--- config.mk ---
export PLATFORM = sky130hd
export DESIGN_NAME = mem_access_unit_flat
export DESIGN_NICKNAME = d
export VERILOG_FILES = /design/src/rtl/mem_access_unit_if.sv /design/src/rtl/mem_access_unit.sv /design/src/flat_wrapper.sv
export SDC_FILE = /design/constraint.sdc
export NUM_CORES = 1
export LEC_CHECK = 0
export CORE_ASPECT_RATIO = 0.9
export CORE_UTILIZATION = 40
export DETAILED_ROUTE_END_ITERATION = 10
export GPL_ROUTABILITY_DRIVEN = 0
export MAX_ROUTING_LAYER = met4
export PLACE_DENSITY = 0.74
export SETUP_SLACK_MARGIN = 0.15
export SLEW_MARGIN = 10
export SYNTH_ARGS = -nofsm -noshare
export SYNTH_HDL_FRONTEND = slang
export SYNTH_SLANG_ARGS = --single-unit
--- constraint.sdc ---
create_clock -name clk -period 6.24 [get_ports clk]
set_clock_uncertainty 0.1 [all_clocks]
set_input_delay 1.248 -clock clk [delete_from_list [all_inputs] [get_ports clk]]
set_output_delay 1.248 -clock clk [all_outputs]
set_load 0.005 [all_outputs]
--- src/rtl/mem_access_unit_if.sv ---
`default_nettype none
// ============================================================================
//  Module      : mem_access_unit_if
//  Description : Request/response and memory-side bus of the memory access
//                unit. The slave modport is the unit itself; the master
//                modport is the requesting control logic together with the
//                word-wide synchronous-read memory.
//  Revision    : 1.0  initial release
// ============================================================================
interface mem_access_unit_if #(
    parameter int MEM_AW = 12
) ();

    // Request from control/datapath
    logic              req_valid;
    logic              req_ready;
    logic              req_write;
    logic [2:0]        req_funct3;
    logic [31:0]       req_addr;
    logic [31:0]       req_wdata;

    // Completion back to control/datapath
    logic              resp_valid;
    logic [31:0]       resp_rdata;
    logic              resp_err;

    // Word-wide synchronous-read memory
    logic [MEM_AW-1:0] mem_addr;
    logic              mem_rd_en;
    logic              mem_wr_en;
    logic [31:0]       mem_wdata;
    logic [31:0]       mem_rdata;

    modport slave (
        input  req_valid, req_write, req_funct3, req_addr, req_wdata, mem_rdata,
        output req_ready, resp_valid, resp_rdata, resp_err,
               mem_addr, mem_rd_en, mem_wr_en, mem_wdata
    );

    modport master (
        output req_valid, req_write, req_funct3, req_addr, req_wdata, mem_rdata,
        input  req_ready, resp_valid, resp_rdata, resp_err,
               mem_addr, mem_rd_en, mem_wr_en, mem_wdata
    );

endinterface
`default_nettype wire

--- src/rtl/mem_access_unit.sv ---
`default_nettype none
// ============================================================================
//  Module      : mem_access_unit
//  Description : Single-outstanding load/store/fetch engine in front of a
//                word-wide synchronous-read memory. Performs byte/half lane
//                extraction with sign or zero extension on loads, and a
//                read-modify-write sequence for sub-word stores because the
//                memory has no byte enables. Misaligned or illegal requests
//                are answered with an error and never touch memory.
//  Revision    : 1.0  initial release
// ============================================================================
module mem_access_unit #(
    parameter int MEM_AW = 12
) (
    input  logic                   clk,
    input  logic                   reset,   // asynchronous, active-low
    mem_access_unit_if.slave       bus
);

    // ------------------------------------------------------------------------
    // Encodings
    // ------------------------------------------------------------------------
    localparam logic [2:0] S_IDLE    = 3'd0;
    localparam logic [2:0] S_RD      = 3'd1;
    localparam logic [2:0] S_RD_WAIT = 3'd2;
    localparam logic [2:0] S_WR      = 3'd3;
    localparam logic [2:0] S_RESP    = 3'd4;

    localparam logic [2:0] C_F3_B  = 3'b000;
    localparam logic [2:0] C_F3_H  = 3'b001;
    localparam logic [2:0] C_F3_W  = 3'b010;
    localparam logic [2:0] C_F3_BU = 3'b100;
    localparam logic [2:0] C_F3_HU = 3'b101;

    // ------------------------------------------------------------------------
    // State and latched request
    // ------------------------------------------------------------------------
    logic [2:0]        state_q,  state_d;
    logic [MEM_AW+1:0] addr_q,   addr_d;    // byte address within memory
    logic [2:0]        funct3_q, funct3_d;
    logic              write_q,  write_d;
    logic [31:0]       wdata_q,  wdata_d;   // store data, replaced by merged word for SB/SH
    logic [31:0]       rdata_q,  rdata_d;   // extended load result
    logic              err_q,    err_d;

    // ------------------------------------------------------------------------
    // Combinational helpers
    // ------------------------------------------------------------------------
    logic        w_accept;
    logic        w_bad_f3;
    logic        w_misalign;
    logic        w_req_err;
    logic [7:0]  w_byte;
    logic [15:0] w_half;
    logic [31:0] w_extract;
    logic [31:0] w_merge;

    // Address bits above the memory size wrap; they are deliberately dropped.
    logic unused_addr_hi;
    assign unused_addr_hi = ^bus.req_addr[31:MEM_AW+2];

    // A request is taken only while the unit is idle.
    assign w_accept = bus.req_valid && (state_q == S_IDLE);

    // Legality of the incoming request: size code and natural alignment.
    always_comb begin
        if (bus.req_write) begin
            w_bad_f3 = (bus.req_funct3 > C_F3_W);
        end else begin
            w_bad_f3 = (bus.req_funct3 == 3'b011) || (bus.req_funct3[2:1] == 2'b11);
        end
        w_misalign = ((bus.req_funct3[1:0] == 2'b01) && bus.req_addr[0]) ||
                     ((bus.req_funct3[1:0] == 2'b10) && (bus.req_addr[1:0] != 2'b00));
        w_req_err  = w_bad_f3 || w_misalign;
    end

    // Select the addressed byte/half of the returned word and extend it.
    always_comb begin
        case (addr_q[1:0])
            2'd0:    w_byte = bus.mem_rdata[7:0];
            2'd1:    w_byte = bus.mem_rdata[15:8];
            2'd2:    w_byte = bus.mem_rdata[23:16];
            default: w_byte = bus.mem_rdata[31:24];
        endcase
        w_half = addr_q[1] ? bus.mem_rdata[31:16] : bus.mem_rdata[15:0];
        case (funct3_q)
            C_F3_B:  w_extract = {{24{w_byte[7]}}, w_byte};
            C_F3_BU: w_extract = {24'h000000, w_byte};
            C_F3_H:  w_extract = {{16{w_half[15]}}, w_half};
            C_F3_HU: w_extract = {16'h0000, w_half};
            default: w_extract = bus.mem_rdata;
        endcase
    end

    // Overlay the store byte/half onto the old word; other lanes preserved.
    always_comb begin
        w_merge = bus.mem_rdata;
        if (funct3_q[1:0] == 2'b00) begin
            w_merge[{addr_q[1:0], 3'b000} +: 8] = wdata_q[7:0];
        end else begin
            w_merge[{addr_q[1], 4'b0000} +: 16] = wdata_q[15:0];
        end
    end

    // ------------------------------------------------------------------------
    // FSM: state register
    // ------------------------------------------------------------------------
    always_ff @(posedge clk or negedge reset) begin
        if (!reset) begin
            state_q <= S_IDLE;
        end else begin
            state_q <= state_d;
        end
    end

    // FSM: next-state selection
    always_comb begin
        state_d = state_q;
        case (state_q)
            S_IDLE: begin
                if (w_accept) begin
                    if (w_req_err) begin
                        state_d = S_RESP;
                    end else if (bus.req_write && (bus.req_funct3 == C_F3_W)) begin
                        state_d = S_WR;
                    end else begin
                        state_d = S_RD;
                    end
                end
            end
            S_RD:      state_d = S_RD_WAIT;
            S_RD_WAIT: state_d = write_q ? S_WR : S_RESP;
            S_WR:      state_d = S_RESP;
            S_RESP:    state_d = S_IDLE;
            default:   state_d = S_IDLE;
        endcase
    end

    // FSM: outputs, strobes decoded from state, data from latched registers
    always_comb begin
        bus.req_ready  = (state_q == S_IDLE);
        bus.resp_valid = (state_q == S_RESP);
        bus.mem_rd_en  = (state_q == S_RD);
        bus.mem_wr_en  = (state_q == S_WR);
        bus.resp_rdata = rdata_q;
        bus.resp_err   = err_q;
        bus.mem_addr   = addr_q[MEM_AW+1:2];
        bus.mem_wdata  = wdata_q;
    end

    // ------------------------------------------------------------------------
    // Datapath registers
    // ------------------------------------------------------------------------
    // Latch the request on accept; capture read data in RD_WAIT.
    always_comb begin
        addr_d   = addr_q;
        funct3_d = funct3_q;
        write_d  = write_q;
        wdata_d  = wdata_q;
        rdata_d  = rdata_q;
        err_d    = err_q;
        if (w_accept) begin
            addr_d   = bus.req_addr[MEM_AW+1:0];
            funct3_d = bus.req_funct3;
            write_d  = bus.req_write;
            wdata_d  = bus.req_wdata;
            rdata_d  = 32'h0000_0000;
            err_d    = w_req_err;
        end else if (state_q == S_RD_WAIT) begin
            if (write_q) begin
                wdata_d = w_merge;
            end else begin
                rdata_d = w_extract;
            end
        end
    end

    // Datapath flops, cleared by reset so an aborted operation leaves no trace.
    always_ff @(posedge clk or negedge reset) begin
        if (!reset) begin
            addr_q   <= '0;
            funct3_q <= 3'b000;
            write_q  <= 1'b0;
            wdata_q  <= 32'h0000_0000;
            rdata_q  <= 32'h0000_0000;
            err_q    <= 1'b0;
        end else begin
            addr_q   <= addr_d;
            funct3_q <= funct3_d;
            write_q  <= write_d;
            wdata_q  <= wdata_d;
            rdata_q  <= rdata_d;
            err_q    <= err_d;
        end
    end

endmodule
`default_nettype wire

--- src/flat_wrapper.sv ---
// flat-port wrapper written by rule: the top's interface ports become plain ports
module mem_access_unit_flat 
#(
    parameter int MEM_AW = 12
)
  (clk, reset, bus_req_valid, bus_req_write, bus_req_funct3, bus_req_addr, bus_req_wdata, bus_mem_rdata, bus_req_ready, bus_resp_valid, bus_resp_rdata, bus_resp_err, bus_mem_addr, bus_mem_rd_en, bus_mem_wr_en, bus_mem_wdata);
  mem_access_unit_if #(.MEM_AW(MEM_AW)) bus_i ();
  input  logic clk;
  input  logic reset;
  input wire logic [$bits(bus_i.req_valid)-1:0] bus_req_valid;
  input wire logic [$bits(bus_i.req_write)-1:0] bus_req_write;
  input wire logic [$bits(bus_i.req_funct3)-1:0] bus_req_funct3;
  input wire logic [$bits(bus_i.req_addr)-1:0] bus_req_addr;
  input wire logic [$bits(bus_i.req_wdata)-1:0] bus_req_wdata;
  input wire logic [$bits(bus_i.mem_rdata)-1:0] bus_mem_rdata;
  output wire logic [$bits(bus_i.req_ready)-1:0] bus_req_ready;
  output wire logic [$bits(bus_i.resp_valid)-1:0] bus_resp_valid;
  output wire logic [$bits(bus_i.resp_rdata)-1:0] bus_resp_rdata;
  output wire logic [$bits(bus_i.resp_err)-1:0] bus_resp_err;
  output wire logic [$bits(bus_i.mem_addr)-1:0] bus_mem_addr;
  output wire logic [$bits(bus_i.mem_rd_en)-1:0] bus_mem_rd_en;
  output wire logic [$bits(bus_i.mem_wr_en)-1:0] bus_mem_wr_en;
  output wire logic [$bits(bus_i.mem_wdata)-1:0] bus_mem_wdata;
  assign bus_i.req_valid = bus_req_valid;
  assign bus_i.req_write = bus_req_write;
  assign bus_i.req_funct3 = bus_req_funct3;
  assign bus_i.req_addr = bus_req_addr;
  assign bus_i.req_wdata = bus_req_wdata;
  assign bus_i.mem_rdata = bus_mem_rdata;
  assign bus_req_ready = bus_i.req_ready;
  assign bus_resp_valid = bus_i.resp_valid;
  assign bus_resp_rdata = bus_i.resp_rdata;
  assign bus_resp_err = bus_i.resp_err;
  assign bus_mem_addr = bus_i.mem_addr;
  assign bus_mem_rd_en = bus_i.mem_rd_en;
  assign bus_mem_wr_en = bus_i.mem_wr_en;
  assign bus_mem_wdata = bus_i.mem_wdata;
  mem_access_unit #(.MEM_AW(MEM_AW)) u_core (.clk(clk), .reset(reset), .bus(bus_i));
endmodule
Word-level counts from Yosys, hierarchy flattened
Cells that the tools add are included.
{"block": "classes", "order_cmp": 1, "n_eq_ne": 16, "reduce_logical": 16, "add_sub_neg": 2, "n_shift": 4, "mux": 18}
{"cell": "2-to-1 mux 32 bit", "count": 7}
{"cell": "one-hot mux 32 bit (4 select lines)", "count": 1}
{"cell": "bitwise mux 32 bit", "count": 2}
{"cell": "variable shift 16 x 7 -> 32 bit (first input constant)", "count": 1}
{"cell": "variable shift 8 x 7 -> 32 bit (first input constant)", "count": 1}
{"cell": "variable part select 16 x 7 -> 32 bit", "count": 1}
{"cell": "variable part select 8 x 7 -> 32 bit", "count": 1}
{"cell": "one-hot mux 8 bit (3 select lines)", "count": 1}
{"cell": "2-to-1 mux 16 bit", "count": 1}
{"cell": "negator 5 -> 7 bit", "count": 2}
{"cell": "equality test 3 x 2 -> 1 bit (second input constant)", "count": 4}
{"cell": "one-hot mux 3 bit (4 select lines)", "count": 1}
{"cell": "equality test 3 bit (second input constant)", "count": 3}
{"cell": "2-to-1 mux 3 bit", "count": 3}
{"cell": "equality test 2 bit (second input constant)", "count": 3}
{"cell": "equality test 3 x 1 -> 1 bit (second input constant)", "count": 2}
{"cell": "logical NOT 3 bit", "count": 2}
{"cell": "nonzero test 2 bit", "count": 3}
{"cell": "equality test 2 x 1 -> 1 bit (second input constant)", "count": 2}
{"cell": "logical AND 1 bit", "count": 4}
{"cell": "logical NOT 2 bit", "count": 2}
{"cell": "AND reduction 2 bit", "count": 2}
{"cell": "> comparator 3 x 2 -> 1 bit (second input constant)", "count": 1}
{"cell": "logical OR 1 bit", "count": 3}
{"cell": "4 further kinds", "count": 4}
{"block": "word_totals", "wordCells": 64, "inputBits": 103, "register_bits": 86, "output_inout_bits": 81}

Longest topological paths before layout
{"block": "depth", "ltp_word": 7, "mapped_depth": 10, "depth_no_buf": 6}

Worst setup path after synthesis
No wires, ideal clock.
{"block": "synth_path", "kind": "reg2reg", "startpoint": "reg u_core.addr_q[1]", "endpoint": "reg u_core.wdata_q[15] (netlist: u_core.bus.mem_wdata[15])", "setup_time_ns": 0.066, "required_ns": 6.074, "arrival_ns": 2.500, "setup_slack_ns": 3.574, "path_buffers": 3, "stages_incl_launch_ff": 10, "path_cell_list": "dfrtp_1 -> clkbuf_1 -> clkbuf_1 -> inv_1 -> ha_1 -> clkbuf_1 -> nand2b_1 -> nor3_1 -> a221o_1 -> a22o_1"}
{"block": "synth_between", "elab_chain_cells": 7}
{"element": "start: declaration", "line_no": "mem_access_unit.sv:39", "text": "logic [MEM_AW+1:0] addr_q, addr_d;"}
{"element": "start signal: assignment", "line_no": "mem_access_unit.sv:188", "text": "addr_q <= addr_d;"}
{"element": "negator 5 -> 7 bit, on equally long branches", "line_no": "mem_access_unit.sv:101, mem_access_unit.sv:99"}
{"element": "variable part select 16 x 7 -> 32 bit (tied with other cells)", "line_no": "mem_access_unit.sv:101", "text": "w_merge[{addr_q[1], 4'b0000} +: 16] = wdata_q[15:0];"}
{"element": "bitwise mux 32 bit, on equally long branches", "line_no": "mem_access_unit.sv:101, mem_access_unit.sv:99"}
{"element": "2-to-1 mux 32 bit (*)", "line_no": "mem_access_unit.sv:98", "text": "if (funct3_q[1:0] == 2'b00) begin"}
{"element": "2-to-1 mux 32 bit (*)", "line_no": "mem_access_unit.sv:170", "text": "if (write_q) begin"}
{"element": "2-to-1 mux 32 bit (*)", "line_no": "mem_access_unit.sv:169", "text": "end else if (state_q == S_RD_WAIT) begin"}
{"element": "2-to-1 mux 32 bit (*)", "line_no": "mem_access_unit.sv:162", "text": "if (w_accept) begin"}
{"element": "end signal: assignment", "line_no": "mem_access_unit.sv:191", "text": "wdata_q <= wdata_d;"}
{"element": "end: declaration", "line_no": "mem_access_unit.sv:42", "text": "logic [31:0] wdata_q, wdata_d;"}
Every way passes the cells marked *; elsewhere a longest branch is shown, timed or not. The select of a mux whose other input is x is not followed.
A chain may end at the register's enable or synchronous reset.

Worst setup path after layout
{"block": "layout_path", "startpoint": "in bus_req_valid", "endpoint": "reg u_core.wdata_q[4] (netlist: u_core.bus.mem_wdata[4])"}
{"block": "layout_between", "elab_chain_cells": 3}
{"element": "start: declaration", "line_no": "flat_wrapper.sv:10", "text": "input wire logic [$bits(bus_i.req_valid)-1:0] bus_req_valid;"}
{"element": "logical AND 1 bit (*)", "line_no": "mem_access_unit.sv:63", "text": "assign w_accept = bus.req_valid && (state_q == S_IDLE);"}
{"element": "nonzero test 2 bit (no source line)"}
{"element": "AND reduction 2 bit (no source line)"}
Every way passes the cells marked *; elsewhere a longest branch is shown, timed or not.

==> flow_metrics.tcl <==
set metrics [dict create \
    total_power_mw 3.47 \
    first_iter_violations 655 \
    max-vdd-ir-drop_v 0.000198 \
    synthFlopType "dfrtp_1" \
    grt_pass1_vias 4582 \
    port_buffers 165 \
    layout_common_cells "clkdlybuf4s50_1, dfrtp_1, nand2_1, a21oi_1, nor2_1" \
    synth_cell_types 47 \
    place_inst 790 \
    drc 0 \
    wl_met2_microns 7050 \
    drive_gt1_share_pct 7.99 \
    hp-class "reg2reg" \
    status "finished, final reports clean" \
    required_ns 6.37 \
    initial_core_util_pct 41.9 \
    seqPwrFrac_pct 30.9 \
    cts_resized 0 \
    avgRoutedWirePerCell_microns 19.5 \
    antennaDiodeCount 0 \
    setup_viol 0 \
    clock.fmax_ghz 0.288 \
    vias 4660 \
    arrival_ns 3.60 \
    slowest_delay_ns 0.96 \
    chipWidth_microns 118 \
    drt-pass1-iter-count 5 \
    final_common_cell "clkdlybuf4s50_1" \
    hp-start "u_core.addr_q[8]" \
    hold_path_depth 2 \
    swShare_pct 39.2 \
    stdcell_count 807 \
    min_to "u_core.addr_q[8]" \
    synth-seq-cells 86 \
    grt_max_degree 87 \
    r2r-start "u_core.addr_q[1]" \
    register_area_sq_mm 0.00215 \
    nNetsFinal 755 \
    maxCapViolCount 0 \
    placed_cell_area_sq_mm 0.00648 \
    cp_num_buf_inv 1 \
    root_buffer "clkbuf_16" \
    cpLargestDelayFamily "simple AND/OR/NAND/NOR gates" \
    setup_ws_ns 2.77 \
    ys_seq_area_share_pct 44.1 \
    ant_nets 0 \
    end_kind "register" \
    synth_cells 518 \
    finalSetupTns_ns 0 \
    final_area_sq_mm 0.00685 \
    fin_crit_sh_pct 55.6 \
    post-route-util_pct 58.7 \
    wl_met1_microns 7290 \
    dp_hpwl_microns 11300 \
    clkPwrFrac_pct 17.2 \
    slew_headroom_pct 17.9 \
    htreeDepth 3 \
    min_period_ns 3.47 \
    grtUsageTotal_pct 26.5 \
    rsz0062_at_grt "false" \
    synth_area_sq_mm 0.00488 \
    cts_tree "done" \
    cp-start-kind "primary input" \
    worstSetupPathType "in2reg" \
    clkLatencyLatePin_ns 0.34 \
    wl_met3_microns 1170 \
    clk_pin_slew_worst_paths_ns 0.06 \
    wirelength_microns 15700 \
    die_y_microns 107 \
    antenna_found_initial 0 \
    place_ws_ns 2.42 \
    rows 37 \
    worst_pin_slew_ns 1.22 \
    synth.avg_cell_area_sq_um 9.43 \
    clock-sinks 86 \
    drt-vias-per-instance 5.77 \
    fin_hold_ws_ns 0.374 \
    crit_fanout 28 \
    die_area_sq_mm 0.0127 \
    regToRegEndpoint "u_core.bus.mem_wdata[26]" \
    synth_nets 627 \
    grt_pass1_wl_microns 25100 \
    hold_viol_final 0 \
    crit_chain "clkdlybuf4s50_1 > or4b_1 > o211a_2 > a22o_1 > mux2_2" \
    synth_edf_count 0 \
    ff2ff_path_depth 7 \
    p_int_mw 2.11 \
    clock_path_buffers 2 \
    p_comb_share_pct 51.8 \
    yosysWarnings 0 \
    cellPowerDensity_mw_per_mm2 507 \
    synthArstFlopShare_pct 100 \
    pin_count 184 \
    holdBufCountCts 0 \
    slowest_stage "or4b_1" \
    p_leak_nw 2.86 \
    numCtsBuffers 9 \
    nFillCells 1046 \
    grt_overflow 0 \
    top_layer_used "met4" \
    multi_input_area_sq_mm 0.00240 \
    post_cts_buffers 0 \
    p_switching_mw 1.36 \
    core_area_sq_mm 0.0117 \
    crit_path_start "bus_req_valid" \
    maxSlewViolCount 0 \
    r2r_setup_slack_ns 2.98 \
    area_delta_synth_final_pct 40.2 \
]
-- layout make-up --
class | count | share of cell area, %
Clock buffer | 11 | 3.69
Timing Repair Buffer | 170 | 24.9
Multi-Input combinational cell | 364 | 35.1
Tap cell | 156 | 2.85
Clock inverter | 5 | 1.19
Sequential cell | 86 | 31.4
Inverter | 15 | 0.822
-- logic make-up (layout without fill, tap and decap cells) --
| kind of cell | after synthesis | count (layout) | share of synthesized area (%) |
|---|---|---|---|
| fa+ha+maj | 6 | 6 | 1.54 |
| compound gates | 198 | 198 | 29.6 |
| flops | 86 | 86 | 44.1 |
| mux | 24 | 24 | 5.33 |
| buf+inv | 68 | 201 | 6.74 |
| simple gates | 136 | 136 | 12.7 |
-- worst register-to-register path: stages, from the launching register on --
cell and delay, ns:
dfrtp_1 0.32, buf_4 0.38, inv_1 0.19, ha_1 0.37
nor4bb_1 1.06, a221oi_1 0.19, a211oi_1 0.41, a221o_1 0.17
-- registers in the layout, summed over array words and instances (netlist names) --
signal	cells
u_core.funct3_q	3
u_core.bus.resp_err	1
u_core.state_q	3
u_core.bus.resp_rdata	32
u_core.write_q	1
u_core.addr_q	14
u_core.bus.mem_wdata	32
-- metal layers --
layer  global-route usage (%)  vias to the layer above
met5                        -                        -
met4                     7.32                        0
met3                     4.26                       18
met2                     39.5                      240
met1                     37.4                     2237
li1                         -                     2165
-- worst max path at each step --
stage | end | slack [ns] | cells past startpoint
2_1_floorplan | u_core.bus.mem_wdata[15] | 3.57 | 9
3_3_place_gp | u_core.bus.mem_wdata[4] | 2.45 | 5
3_5_place_dp | u_core.bus.mem_wdata[4] | 2.42 | 5
4_1_cts | u_core.bus.mem_wdata[4] | 2.77 | 5
5_1_grt | u_core.bus.mem_wdata[5] | 2.68 | 5
6_report | u_core.bus.mem_wdata[4] | 2.77 | 5
-- cells in the mapped netlist (all sizes together) (2+ instances only) --
master  instances  area share (%)
a21oi          37             3.8
mux2i           8             1.6
nor4b           2            0.97
nor3b           3            0.46
buf            31             3.9
o22ai           9             1.2
or4b            2            0.41
a21boi          9             1.4
a221o          18             3.7
nand2b          2            0.26
a22o           22             3.9
and2b           2            0.31
clkbuf         22             1.7
mux2           16             3.7
o21ai          43             4.6
a211o           5            0.90
a22oi           8             1.2
nor2b           3            0.38
inv            15             1.2
dfrtp          86              44
nor2           31             2.4
a221oi         25             5.0
nand2          82             6.3
or2             2            0.26
ha              6             1.5
a211oi         15             2.6
nor3            2            0.20
-- power groups by stage --
| stage | logic (mW) | clock network [mW] | registers [mW] |
|---|---|---|---|
| 6_report | 1.80 | 0.599 | 1.07 |
| 5_1_grt | 1.97 | 0.634 | 1.10 |
| 4_1_cts | 1.79 | 0.604 | 1.07 |
| 3_5_place_dp | 1.79 | 0 | 1.07 |
| 3_3_place_gp | 1.74 | 0 | 1.06 |
| 2_1_floorplan | 1.12 | 0 | 0.980 |
No activity file was read; power rests on OpenSTA's default activity.
